**src/rtl/vga_timing_pkg.sv**
```systemverilog
// vga_timing_pkg
//   Shared types for the VGA timing generator: the pattern mode encoding,
//   the colour-bar table (1 bit per channel, {r,g,b}) and the 11-bit
//   counter type. Eleven bits cover line/frame totals up to 2047.
package vga_timing_pkg;

  typedef logic [10:0] cnt_t;

  typedef enum logic [1:0] {
    MODE_BARS  = 2'd0,
    MODE_CHECK = 2'd1,
    MODE_SOLID = 2'd2,
    MODE_GRAD  = 2'd3
  } mode_t;

  // Bars from left to right: white, yellow, cyan, green, magenta, red, blue, black.
  function automatic logic [2:0] bar_rgb(input logic [2:0] idx);
    logic [2:0] c;
    case (idx)
      3'd0:    c = 3'b111;
      3'd1:    c = 3'b110;
      3'd2:    c = 3'b011;
      3'd3:    c = 3'b010;
      3'd4:    c = 3'b101;
      3'd5:    c = 3'b100;
      3'd6:    c = 3'b001;
      default: c = 3'b000;
    endcase
    return c;
  endfunction

endpackage

```
**src/rtl/vga_pix_ce.sv**
```systemverilog
// vga_pix_ce
//   Run/stop toggle and pixel clock-enable divider.
//   Ports:
//     s_clk, s_rst_n : system clock, asynchronous active-low reset
//     key_en         : asynchronous level from the debouncer; a rising edge toggles run/stop
//     ce             : pixel enable, one s_clk in every DIV
//     running        : registered run state
//     run_next       : run state for the coming cycle; the top uses it so that a
//                      stop clears everything on the same edge that clears running
module vga_pix_ce
  import vga_timing_pkg::*;
#(
  parameter int DIV = 2
) (
  input  logic s_clk,
  input  logic s_rst_n,
  input  logic key_en,
  output logic ce,
  output logic running,
  output logic run_next
);

  localparam int DW = (DIV > 1) ? $clog2(DIV) : 1;

  logic [2:0]    key_sync;   // [0],[1] synchroniser, [2] previous value for edge detect
  logic [DW-1:0] div_cnt;
  logic          key_rise;

  assign key_rise = key_sync[1] & ~key_sync[2];
  assign run_next = running ^ key_rise;
  // Qualified with run_next so the first pixel after a start lasts exactly DIV cycles.
  assign ce       = run_next && (div_cnt == DW'(DIV - 1));

  always_ff @(posedge s_clk or negedge s_rst_n) begin
    if (!s_rst_n) begin
      key_sync <= '0;
      running  <= 1'b0;
      div_cnt  <= '0;
    end else begin
      key_sync <= {key_sync[1:0], key_en};
      running  <= run_next;
      if (!run_next || ce) div_cnt <= '0;
      else                 div_cnt <= div_cnt + DW'(1);
    end
  end

endmodule

```
**src/rtl/vga_timing_gen.sv**
```systemverilog
// vga_timing_gen
//   Parametrised VGA timing and test-pattern generator (pixel rate s_clk/DIV).
//   Ports:
//     s_clk, s_rst_n      : system clock, asynchronous active-low reset
//     key_en              : async run/stop toggle (rising edge)
//     mode                : 0 bars, 1 checker, 2 solid, 3 grey ramp
//     solid_rgb           : {r,g,b} colour for solid mode
//     red, green, blue    : pixel colour, zero outside the active area
//     hysy, vysy          : horizontal / vertical sync (polarity by SYNC_POL)
//     de                  : data enable
//     pix_x, pix_y        : active-area coordinates, zero when de=0
//     frame_end           : one-cycle pulse on the last pixel of each frame
//     running             : run state
//   Build option: define VGA_BORDER_EN to overlay a 1-px white frame on every pattern.
module vga_timing_gen
  import vga_timing_pkg::*;
#(
  parameter int DIV     = 2,
  parameter int H_SYNC  = 96,
  parameter int H_BP    = 48,
  parameter int H_ACT   = 640,
  parameter int H_FP    = 16,
  parameter int V_SYNC  = 2,
  parameter int V_BP    = 33,
  parameter int V_ACT   = 480,
  parameter int V_FP    = 10,
  parameter int COLOR_W = 4,
  parameter bit SYNC_POL = 1'b0
) (
  input  logic                 s_clk,
  input  logic                 s_rst_n,
  input  logic                 key_en,
  input  logic [1:0]           mode,
  input  logic [3*COLOR_W-1:0] solid_rgb,
  output logic [COLOR_W-1:0]   red,
  output logic [COLOR_W-1:0]   green,
  output logic [COLOR_W-1:0]   blue,
  output logic                 hysy,
  output logic                 vysy,
  output logic                 de,
  output logic [10:0]          pix_x,
  output logic [10:0]          pix_y,
  output logic                 frame_end,
  output logic                 running
);

  localparam cnt_t H_LAST = cnt_t'(H_SYNC + H_BP + H_ACT + H_FP - 1);
  localparam cnt_t V_LAST = cnt_t'(V_SYNC + V_BP + V_ACT + V_FP - 1);
  localparam cnt_t H_SYN  = cnt_t'(H_SYNC);
  localparam cnt_t V_SYN  = cnt_t'(V_SYNC);
  localparam cnt_t H_BEG  = cnt_t'(H_SYNC + H_BP);
  localparam cnt_t V_BEG  = cnt_t'(V_SYNC + V_BP);
  localparam cnt_t H_END  = cnt_t'(H_SYNC + H_BP + H_ACT);
  localparam cnt_t V_END  = cnt_t'(V_SYNC + V_BP + V_ACT);
  localparam cnt_t BAR_W  = cnt_t'((H_ACT >= 8) ? H_ACT / 8 : 1);

  logic ce, run_next, start;
  cnt_t h_cnt, v_cnt;
  logic h_last, v_last, at_origin;

  mode_t                mode_q;
  logic [3*COLOR_W-1:0] solid_q;

  logic                 de_n;
  cnt_t                 px, py, bar_idx;
  logic [2:0]           bar_c;
  logic [3*COLOR_W-1:0] rgb_n;

  vga_pix_ce #(.DIV(DIV)) u_pix_ce (
    .s_clk    (s_clk),
    .s_rst_n  (s_rst_n),
    .key_en   (key_en),
    .ce       (ce),
    .running  (running),
    .run_next (run_next)
  );

  assign start     = run_next & ~running;
  assign h_last    = (h_cnt == H_LAST);
  assign v_last    = (v_cnt == V_LAST);
  assign at_origin = (h_cnt == '0) && (v_cnt == '0);

  always_ff @(posedge s_clk or negedge s_rst_n) begin
    if (!s_rst_n) begin
      h_cnt <= '0;
      v_cnt <= '0;
    end else if (!run_next) begin
      h_cnt <= '0;
      v_cnt <= '0;
    end else if (ce) begin
      if (h_last) begin
        h_cnt <= '0;
        v_cnt <= v_last ? '0 : v_cnt + cnt_t'(1);
      end else begin
        h_cnt <= h_cnt + cnt_t'(1);
      end
    end
  end

  // Pattern selection only changes at the frame origin so a frame never tears.
  always_ff @(posedge s_clk or negedge s_rst_n) begin
    if (!s_rst_n) begin
      mode_q  <= MODE_BARS;
      solid_q <= '0;
    end else if (start || (ce && at_origin)) begin
      mode_q  <= mode_t'(mode);
      solid_q <= solid_rgb;
    end
  end

  assign de_n    = (h_cnt >= H_BEG) && (h_cnt < H_END) && (v_cnt >= V_BEG) && (v_cnt < V_END);
  assign px      = de_n ? h_cnt - H_BEG : '0;
  assign py      = de_n ? v_cnt - V_BEG : '0;
  assign bar_idx = px / BAR_W;
  assign bar_c   = (bar_idx < cnt_t'(8)) ? bar_rgb(bar_idx[2:0]) : 3'b000;

  always_comb begin
    rgb_n = '0;
    if (de_n) begin
      case (mode_q)
        MODE_BARS:  rgb_n = {{COLOR_W{bar_c[2]}}, {COLOR_W{bar_c[1]}}, {COLOR_W{bar_c[0]}}};
        MODE_CHECK: rgb_n = (px[5] ^ py[5]) ? '1 : '0;
        MODE_SOLID: rgb_n = solid_q;
        MODE_GRAD:  rgb_n = {3{px[9 -: COLOR_W]}};
        default:    rgb_n = '0;
      endcase
`ifdef VGA_BORDER_EN
      if ((px == '0) || (px == cnt_t'(H_ACT - 1)) || (py == '0) || (py == cnt_t'(V_ACT - 1)))
        rgb_n = '1;
`endif
    end
  end

  always_ff @(posedge s_clk or negedge s_rst_n) begin
    if (!s_rst_n) begin
      hysy      <= ~SYNC_POL;
      vysy      <= ~SYNC_POL;
      de        <= 1'b0;
      pix_x     <= '0;
      pix_y     <= '0;
      frame_end <= 1'b0;
      {red, green, blue} <= '0;
    end else if (!run_next) begin
      hysy      <= ~SYNC_POL;
      vysy      <= ~SYNC_POL;
      de        <= 1'b0;
      pix_x     <= '0;
      pix_y     <= '0;
      frame_end <= 1'b0;
      {red, green, blue} <= '0;
    end else begin
      hysy      <= (h_cnt < H_SYN) ? SYNC_POL : ~SYNC_POL;
      vysy      <= (v_cnt < V_SYN) ? SYNC_POL : ~SYNC_POL;
      de        <= de_n;
      pix_x     <= px;
      pix_y     <= py;
      // Gated by run_next above, so a stop landing on the frame wrap suppresses the pulse.
      frame_end <= ce & h_last & v_last;
      {red, green, blue} <= rgb_n;
    end
  end

endmodule
```
**config.mk**
```make
export PLATFORM = sky130hd
export DESIGN_NAME = vga_timing_gen
export DESIGN_NICKNAME = d
export VERILOG_FILES = /design/src/rtl/vga_timing_pkg.sv /design/src/rtl/vga_pix_ce.sv /design/src/rtl/vga_timing_gen.sv
export SDC_FILE = /design/constraint.sdc
export NUM_CORES = 1
export LEC_CHECK = 0
export CAP_MARGIN = 5
export CORE_ASPECT_RATIO = 0.7
export CORE_MARGIN = 5
export CORE_UTILIZATION = 60
export CTS_CLUSTER_DIAMETER = 50
export CTS_CLUSTER_SIZE = 16
export DETAILED_ROUTE_END_ITERATION = 10
export PLACE_DENSITY = 0.85
export SKIP_LAST_GASP = 1
export SLEW_MARGIN = 20
export SYNTH_ARGS = -nofsm -noshare
export SYNTH_HDL_FRONTEND = slang
export SYNTH_SLANG_ARGS = --single-unit
```
**constraint.sdc**
```tcl
create_clock -name s_clk -period 4.7 [get_ports s_clk]
set_input_delay 0.94 -clock s_clk [delete_from_list [all_inputs] [get_ports s_clk]]
set_output_delay 0.94 -clock s_clk [all_outputs]
set_load 0.05 [all_outputs]
```
==> impl_metrics.tcl, run 1 <==
set metrics [dict create \
    grt_pass1_wl_um 16600 \
    synthArstFlopShare_pct 100 \
    r2r_start "h_cnt[7]$_DFFE_PN0P_" \
    insertion_delay_ns 0.36 \
    core_area_um2 6790 \
    top_layer "met4" \
    post-cts-setup-buffer-count 0 \
    fin_tns_setup_ns 0 \
    wirelength_um 10100 \
    cts_buffer_depth 2 \
    nets 512 \
    synth_cells 447 \
    setup_viol 0 \
    crit_fanout 31 \
    drc_errors 0 \
    required_ns 4.97 \
    drv_slew 0 \
    syn_nets 473 \
    hp-class "flop to flop" \
    worstPathArrival_ns 3.45 \
    overflow 0 \
    first_global_vias 3263 \
    yosys.cell_types.count 63 \
    worstRegToRegCells 7 \
    maxCapViolations 0 \
    avgRoutedWirePerCell_um 17.3 \
    vdd_drop_max_mv 0.216 \
    antenna_found_initial 0 \
    post_cts_resized 0 \
    power_density_nw_per_um2 380 \
    cts_sinks 79 \
    h-tree-depth 3 \
    drive_above_1_share_pct 9.78 \
    period_share_pct 67.7 \
    vias_per_cell 6.12 \
    rsz0062_at_grt "false" \
    fin_ws_ns 1.52 \
    die_y_um 80.1 \
    cp-start-kind "flop" \
    holdPathEnd "u_pix_ce.key_sync[1]$_DFF_PN0_" \
    fp.dieW_um 110 \
    antenna_left 0 \
    synth-seq-cells 79 \
    cts_root_buf "clkbuf_8" \
    status "completed" \
    dieArea_um2 8810 \
    port_buffers 55 \
    cts_tree "built" \
    dr.pass1.iters 8 \
    synthesis.area_um2 4210 \
    end_kind "flop" \
    leakage_nw 2.17 \
    post_synth.cell_area_avg_um2 9.41 \
    start_util_pct 62.0 \
    n_antenna_cell 0 \
    hold_path_startpoint "u_pix_ce.key_sync[0]$_DFF_PN0_" \
    cts_buffers 9 \
    hold_viol 0 \
    grt_max_degree 80 \
    grt_usage_pct 24.3 \
    dp_worst_setup_slack_ns 1.66 \
    dr_total_vias 3578 \
    gp_congestion 0.967 \
    area.growth.synth_to_final_pct 18.3 \
    first_iter_violations 383 \
    max_slew_margin_pct 33.3 \
    ys_warn_count 0 \
    worst_slew_pin_slew_ns 1.00 \
    ys.flop_type "dfrtp_1" \
    clock.fmax_mhz 314 \
    hold_buffers 0 \
    path_clk_slew_ns 0.09 \
    crit_path_start "h_cnt[7]$_DFFE_PN0P_" \
    hold_depth 0 \
    min_period_ns 3.18 \
    synth_edf_count 0 \
    reg2reg_slack_ns 1.52 \
    path_class "flop to flop" \
    routedLengthMet1_um 4660 \
    wl_met2_um 4430 \
    fp-row-count 25 \
    pin_count 56 \
    finClkSkew_ns 0.0140 \
    dp.final_hpwl_um 7090 \
    met3_length_um 883 \
    r2r_end "red[0]$_DFF_PN0_" \
    synth-seq-area-share_pct 47.0 \
]
## cell usage in the layout (no fill, tap or decap), drive strengths merged, types with 4 or more instances in the layout
| cell | instances |
|---|---|
| nor4 | 6 |
| dfrtp | 77 |
| nor2 | 52 |
| xor2 | 4 |
| nand4 | 6 |
| o31ai | 9 |
| nand3 | 12 |
| nor2b | 7 |
| nor3 | 18 |
| inv | 24 |
| clkbuf | 10 |
| a21oi | 15 |
| mux2 | 14 |
| and2 | 7 |
| a31oi | 8 |
| nand2 | 30 |
| o21ai | 26 |
| nand2b | 10 |
| xnor2 | 14 |
| a21o | 6 |
| clkdlybuf4s50 | 54 |
| ha | 9 |
| or2 | 4 |
| and3 | 9 |
| o22ai | 5 |
## final cells by class
cell class / instances / area [um2]
repair buffers: 56 / 556
multi-input cells: 319 / 2030
clock inverters: 6 / 75.1
clock buffers: 10 / 138
flip-flops and latches: 79 / 1980
inverters: 21 / 78.8
fillers: 518 / 1810
well taps: 94 / 118
## stage by stage
| stage | power [mW] | util, % | cells | area, um2 | hold slack [ns] |
|---|---|---|---|---|---|
| 2_1_floorplan | 1.20 | - | 447 | 4210 | 0.331 |
| 3_3_place_gp | 1.34 | 70.2 | 569 | 4760 | 0.333 |
| 3_5_place_dp | 1.36 | 70.2 | 569 | 4760 | 0.339 |
| 4_1_cts | 1.89 | 73.3 | 585 | 4980 | 0.370 |
| 5_1_grt | 1.99 | 73.3 | 585 | 4980 | 0.388 |
| 6_report | 1.89 | 73.3 | 585 | 4980 | 0.363 |
## synth_stat cells, drive strengths merged (8+ instances only)
| master | count | share of area [%] |
|---|---|---|
| dfrtp | 77 | 46 |
| nor2 | 52 | 4.6 |
| nand2 | 30 | 2.7 |
| o21ai | 26 | 3.1 |
| inv | 21 | 1.9 |
| clkbuf | 18 | 1.6 |
| nor3 | 18 | 2.1 |
| a21oi | 15 | 1.8 |
| mux2 | 14 | 3.7 |
| xnor2 | 14 | 2.9 |
| nand3 | 12 | 1.4 |
| buf | 10 | 1.1 |
| nand2b | 10 | 1.5 |
| and3 | 9 | 1.3 |
| ha | 9 | 2.7 |
| o31ai | 9 | 1.6 |
| a31oi | 8 | 1.2 |
## critical path, cell delays in order (launching register included)
cell and delay (ns):
dfrtp_1 1.01, o31ai_1 0.34, a31oi_1 0.41, and2_2 0.26, nand2_2 0.32, inv_2 0.24, o311ai_1 0.25, nor3_1 0.25
## report_power, final
group | internal [mW] | total [mW] | switching (mW)
logic | 0.208 | 0.491 | 0.282
clock network | 0.268 | 0.537 | 0.269
registers | 0.773 | 0.864 | 0.0912
## state kept, by name, summed over array words and instances, names as in the netlist
name / count
solid_q: 12
hysy: 1
u_pix_ce.div_cnt: 1
vysy: 1
v_cnt: 11
u_pix_ce.running: 1
blue: 4
red: 4
pix_x: 11
u_pix_ce.key_sync: 3
h_cnt: 11
pix_y: 11
frame_end: 1
mode_q: 2
green: 4
de: 1
## kinds of logic after synthesis
| group | after synthesis | share of synthesized area (%) |
|---|---|---|
| AND/OR/NAND/NOR | 174 | 21.1 |
| AO/OA/AOI/OAI | 102 | 16.3 |
| flip-flops | 79 | 47.0 |
| buffers and inverters | 49 | 4.64 |
| XOR/XNOR | 19 | 4.28 |
| multiplexers | 15 | 3.98 |
| adder cells (fa/ha/maj) | 9 | 2.68 |
## how the worst max path moves through the flow
stage	to	slack, ns
final	red[0]$_DFF_PN0_	1.52
after global routing	red[0]$_DFF_PN0_	1.27
after CTS	red[0]$_DFF_PN0_	1.61
after detailed placement	red[0]$_DFF_PN0_	1.66
after global placement	red[0]$_DFF_PN0_	1.83
after floorplan	blue[0]$_DFF_PN0_	2.13
## routing by layer
metal | GRT usage, % | vias to the layer above
met1 | 37.3 | 1692
met2 | 34.6 | 196
met4 | 6.77 | 0
met5 | 0 | -
met3 | 5.22 | 25
li1 | - | 1665
Note: power is estimated with default switching activity, not from simulation.
==> inputs of run 2 (changes only) <==
CORE_UTILIZATION = 55   (was 60)
PLACE_DENSITY = 0.79   (was 0.85)
clock period = 3.02 ns   (was 4.7 ns; I/O delays follow)
==> run 2 against run 1 <==
Compared with the run above: power is 55% higher; routed wire length grew 4.0%; worst hold slack worse by 0.087 ns; non-clock buffer count grew 9; sequential power up 55%; first-iteration DRC count is 7.6% lower; critical path depth increased by 2; setup slack lost 1.3 ns; clock-buffer cell count grew 1; clock power is 53% higher; cell area grew 1.4%; final cell count grew 2.2%; critical endpoint is now red[3]$_DFF_PN0_; highest routed layer unchanged.
==> impl_metrics.tcl, run 2 (synthesized netlist as in run 1, its figures left out) <==
set metrics [dict create \
    dr_total_vias 3617 \
    drv_slew 0 \
    final_cell_mix "dfrtp_1, clkdlybuf4s50_1, nor2_1" \
    fp.dieW_um 115 \
    first_global_vias 3448 \
    grt_max_degree 80 \
    power_density_nw_per_um2 580 \
    grt_usage_pct 23.1 \
    post_cts_resized 0 \
    cts_buffers 9 \
    mostFrequentLayoutCell "dfrtp_1" \
    port_buffers 55 \
    antenna_found_initial 0 \
    cts_buffer_depth 2 \
    status "completed" \
    vias_per_cell 6.05 \
    largest_reg_flops 12 \
    hold_buffers 0 \
    rsz0062_at_grt "false" \
    dr.pass1.iters 6 \
    gp_congestion 0.938 \
    fin_tns_setup_ns 0 \
    drive_above_1_share_pct 11.2 \
    leakage_nw 2.21 \
    cts_root_buf "clkbuf_8" \
    pin_count 56 \
    post-cts-setup-buffer-count 0 \
    dp.final_hpwl_um 7490 \
    antenna_left 0 \
    core_area_um2 7380 \
    top_register "solid_q" \
    worstPathArrival_ns 2.99 \
    cts_tree "built" \
    hp-class "input port to async pin" \
    end_kind "flop" \
    path_clk_slew_ns 0.08 \
    place_inst 582 \
    finClkSkew_ns 0.00837 \
    period_share_pct 92.2 \
    n_antenna_cell 0 \
    nFillCells 585 \
    overflow 0 \
    dieArea_um2 9530 \
    start_util_pct 57.0 \
    avgRoutedWirePerCell_um 17.6 \
    required_ns 3.23 \
    area.growth.synth_to_final_pct 20.0 \
    cp-start-kind "flop" \
    h-tree-depth 3 \
    hold_viol 0 \
    first_iter_violations 354 \
    path_class "flop to flop" \
    grt_pass1_wl_um 17500 \
    fin_cells 598 \
    maxCapViolations 0 \
    min_period_ns 2.79 \
    die_y_um 83.2 \
    drc_errors 0 \
    multi_input_area_um2 2030 \
    fp-row-count 26 \
    ff_latch_area_um2 1980 \
    wirelength_um 10500 \
    crit_fanout 9 \
    vdd_drop_max_mv 0.314 \
    clock.fmax_mhz 359 \
    insertion_delay_ns 0.36 \
    setup_viol 0 \
    max_slew_margin_pct 42.7 \
    nets 521 \
    cts_sinks 79 \
    worst_slew_pin_slew_ns 0.849 \
]
==> run 2: critical path, cell delays in order, from the launching register on <==
cell and delay [ns]:
dfrtp_1 0.46, ha_1 0.32, or4_4 0.46, o211a_1 0.24, or2_1 0.27, and2_2 0.22
nand2_2 0.20, inv_2 0.10, o311ai_1 0.21, nor3_1 0.15
==> run 2: metrics by stage <==
stage	total power, mW	instance area, um2	setup slack (ns)	util [%]	hold WS, ns
2_1_floorplan	1.87	4210	0.445	-	0.308
3_3_place_gp	2.10	4840	0.436	65.5	0.332
3_5_place_dp	2.12	4840	0.300	65.5	0.338
4_1_cts	2.94	5040	0.273	68.3	0.358
5_1_grt	3.09	5050	0.0806	68.4	0.345
6_report	2.93	5050	0.234	68.4	0.276
==> run 2: metal layers <==
| metal | up-vias | routed length [um] | GRT usage [%] |
|---|---|---|---|
| li1 | 1681 | - | - |
| met1 | 1729 | 4820 | 34.1 |
| met2 | 186 | 4540 | 33.1 |
| met3 | 21 | 986 | 6.47 |
| met4 | 0 | 177 | 6.26 |
| met5 | - | 0 | 0 |
==> run 2: final timing paths <==
path / endpoint / depth (start not counted) / slack, ns / start
max in group asynchronous: solid_q[5]$_DFFE_PN0P_ / 1 / 2.29 / s_rst_n
hold / removal: v_cnt[5]$_DFFE_PN0P_ / 1 / 0.28 / s_rst_n
hold reg to reg: u_pix_ce.key_sync[1]$_DFF_PN0_ / 0 / 0.35 / u_pix_ce.key_sync[0]$_DFF_PN0_
setup / recovery: red[3]$_DFF_PN0_ / 9 / 0.23 / v_cnt[0]$_DFFE_PN0P_
setup reg to reg: red[3]$_DFF_PN0_ / 9 / 0.23 / v_cnt[0]$_DFFE_PN0P_
min in group s_clk: u_pix_ce.key_sync[1]$_DFF_PN0_ / 0 / 0.35 / u_pix_ce.key_sync[0]$_DFF_PN0_
==> run 2: area by class of cell <==
class	count	area share (%)
clock buffers	11	2.80
clock inverters	5	1.31
inverters	21	1.56
multi-input cells	319	40.3
flip-flops and latches	79	39.2
well taps	98	2.43
repair buffers	65	12.4
==> run 2: power by group <==
group / internal, mW / switching [mW] / total, mW
clock network: 0.413 / 0.407 / 0.821
registers: 1.20 / 0.136 / 1.34
logic: 0.330 / 0.438 / 0.768
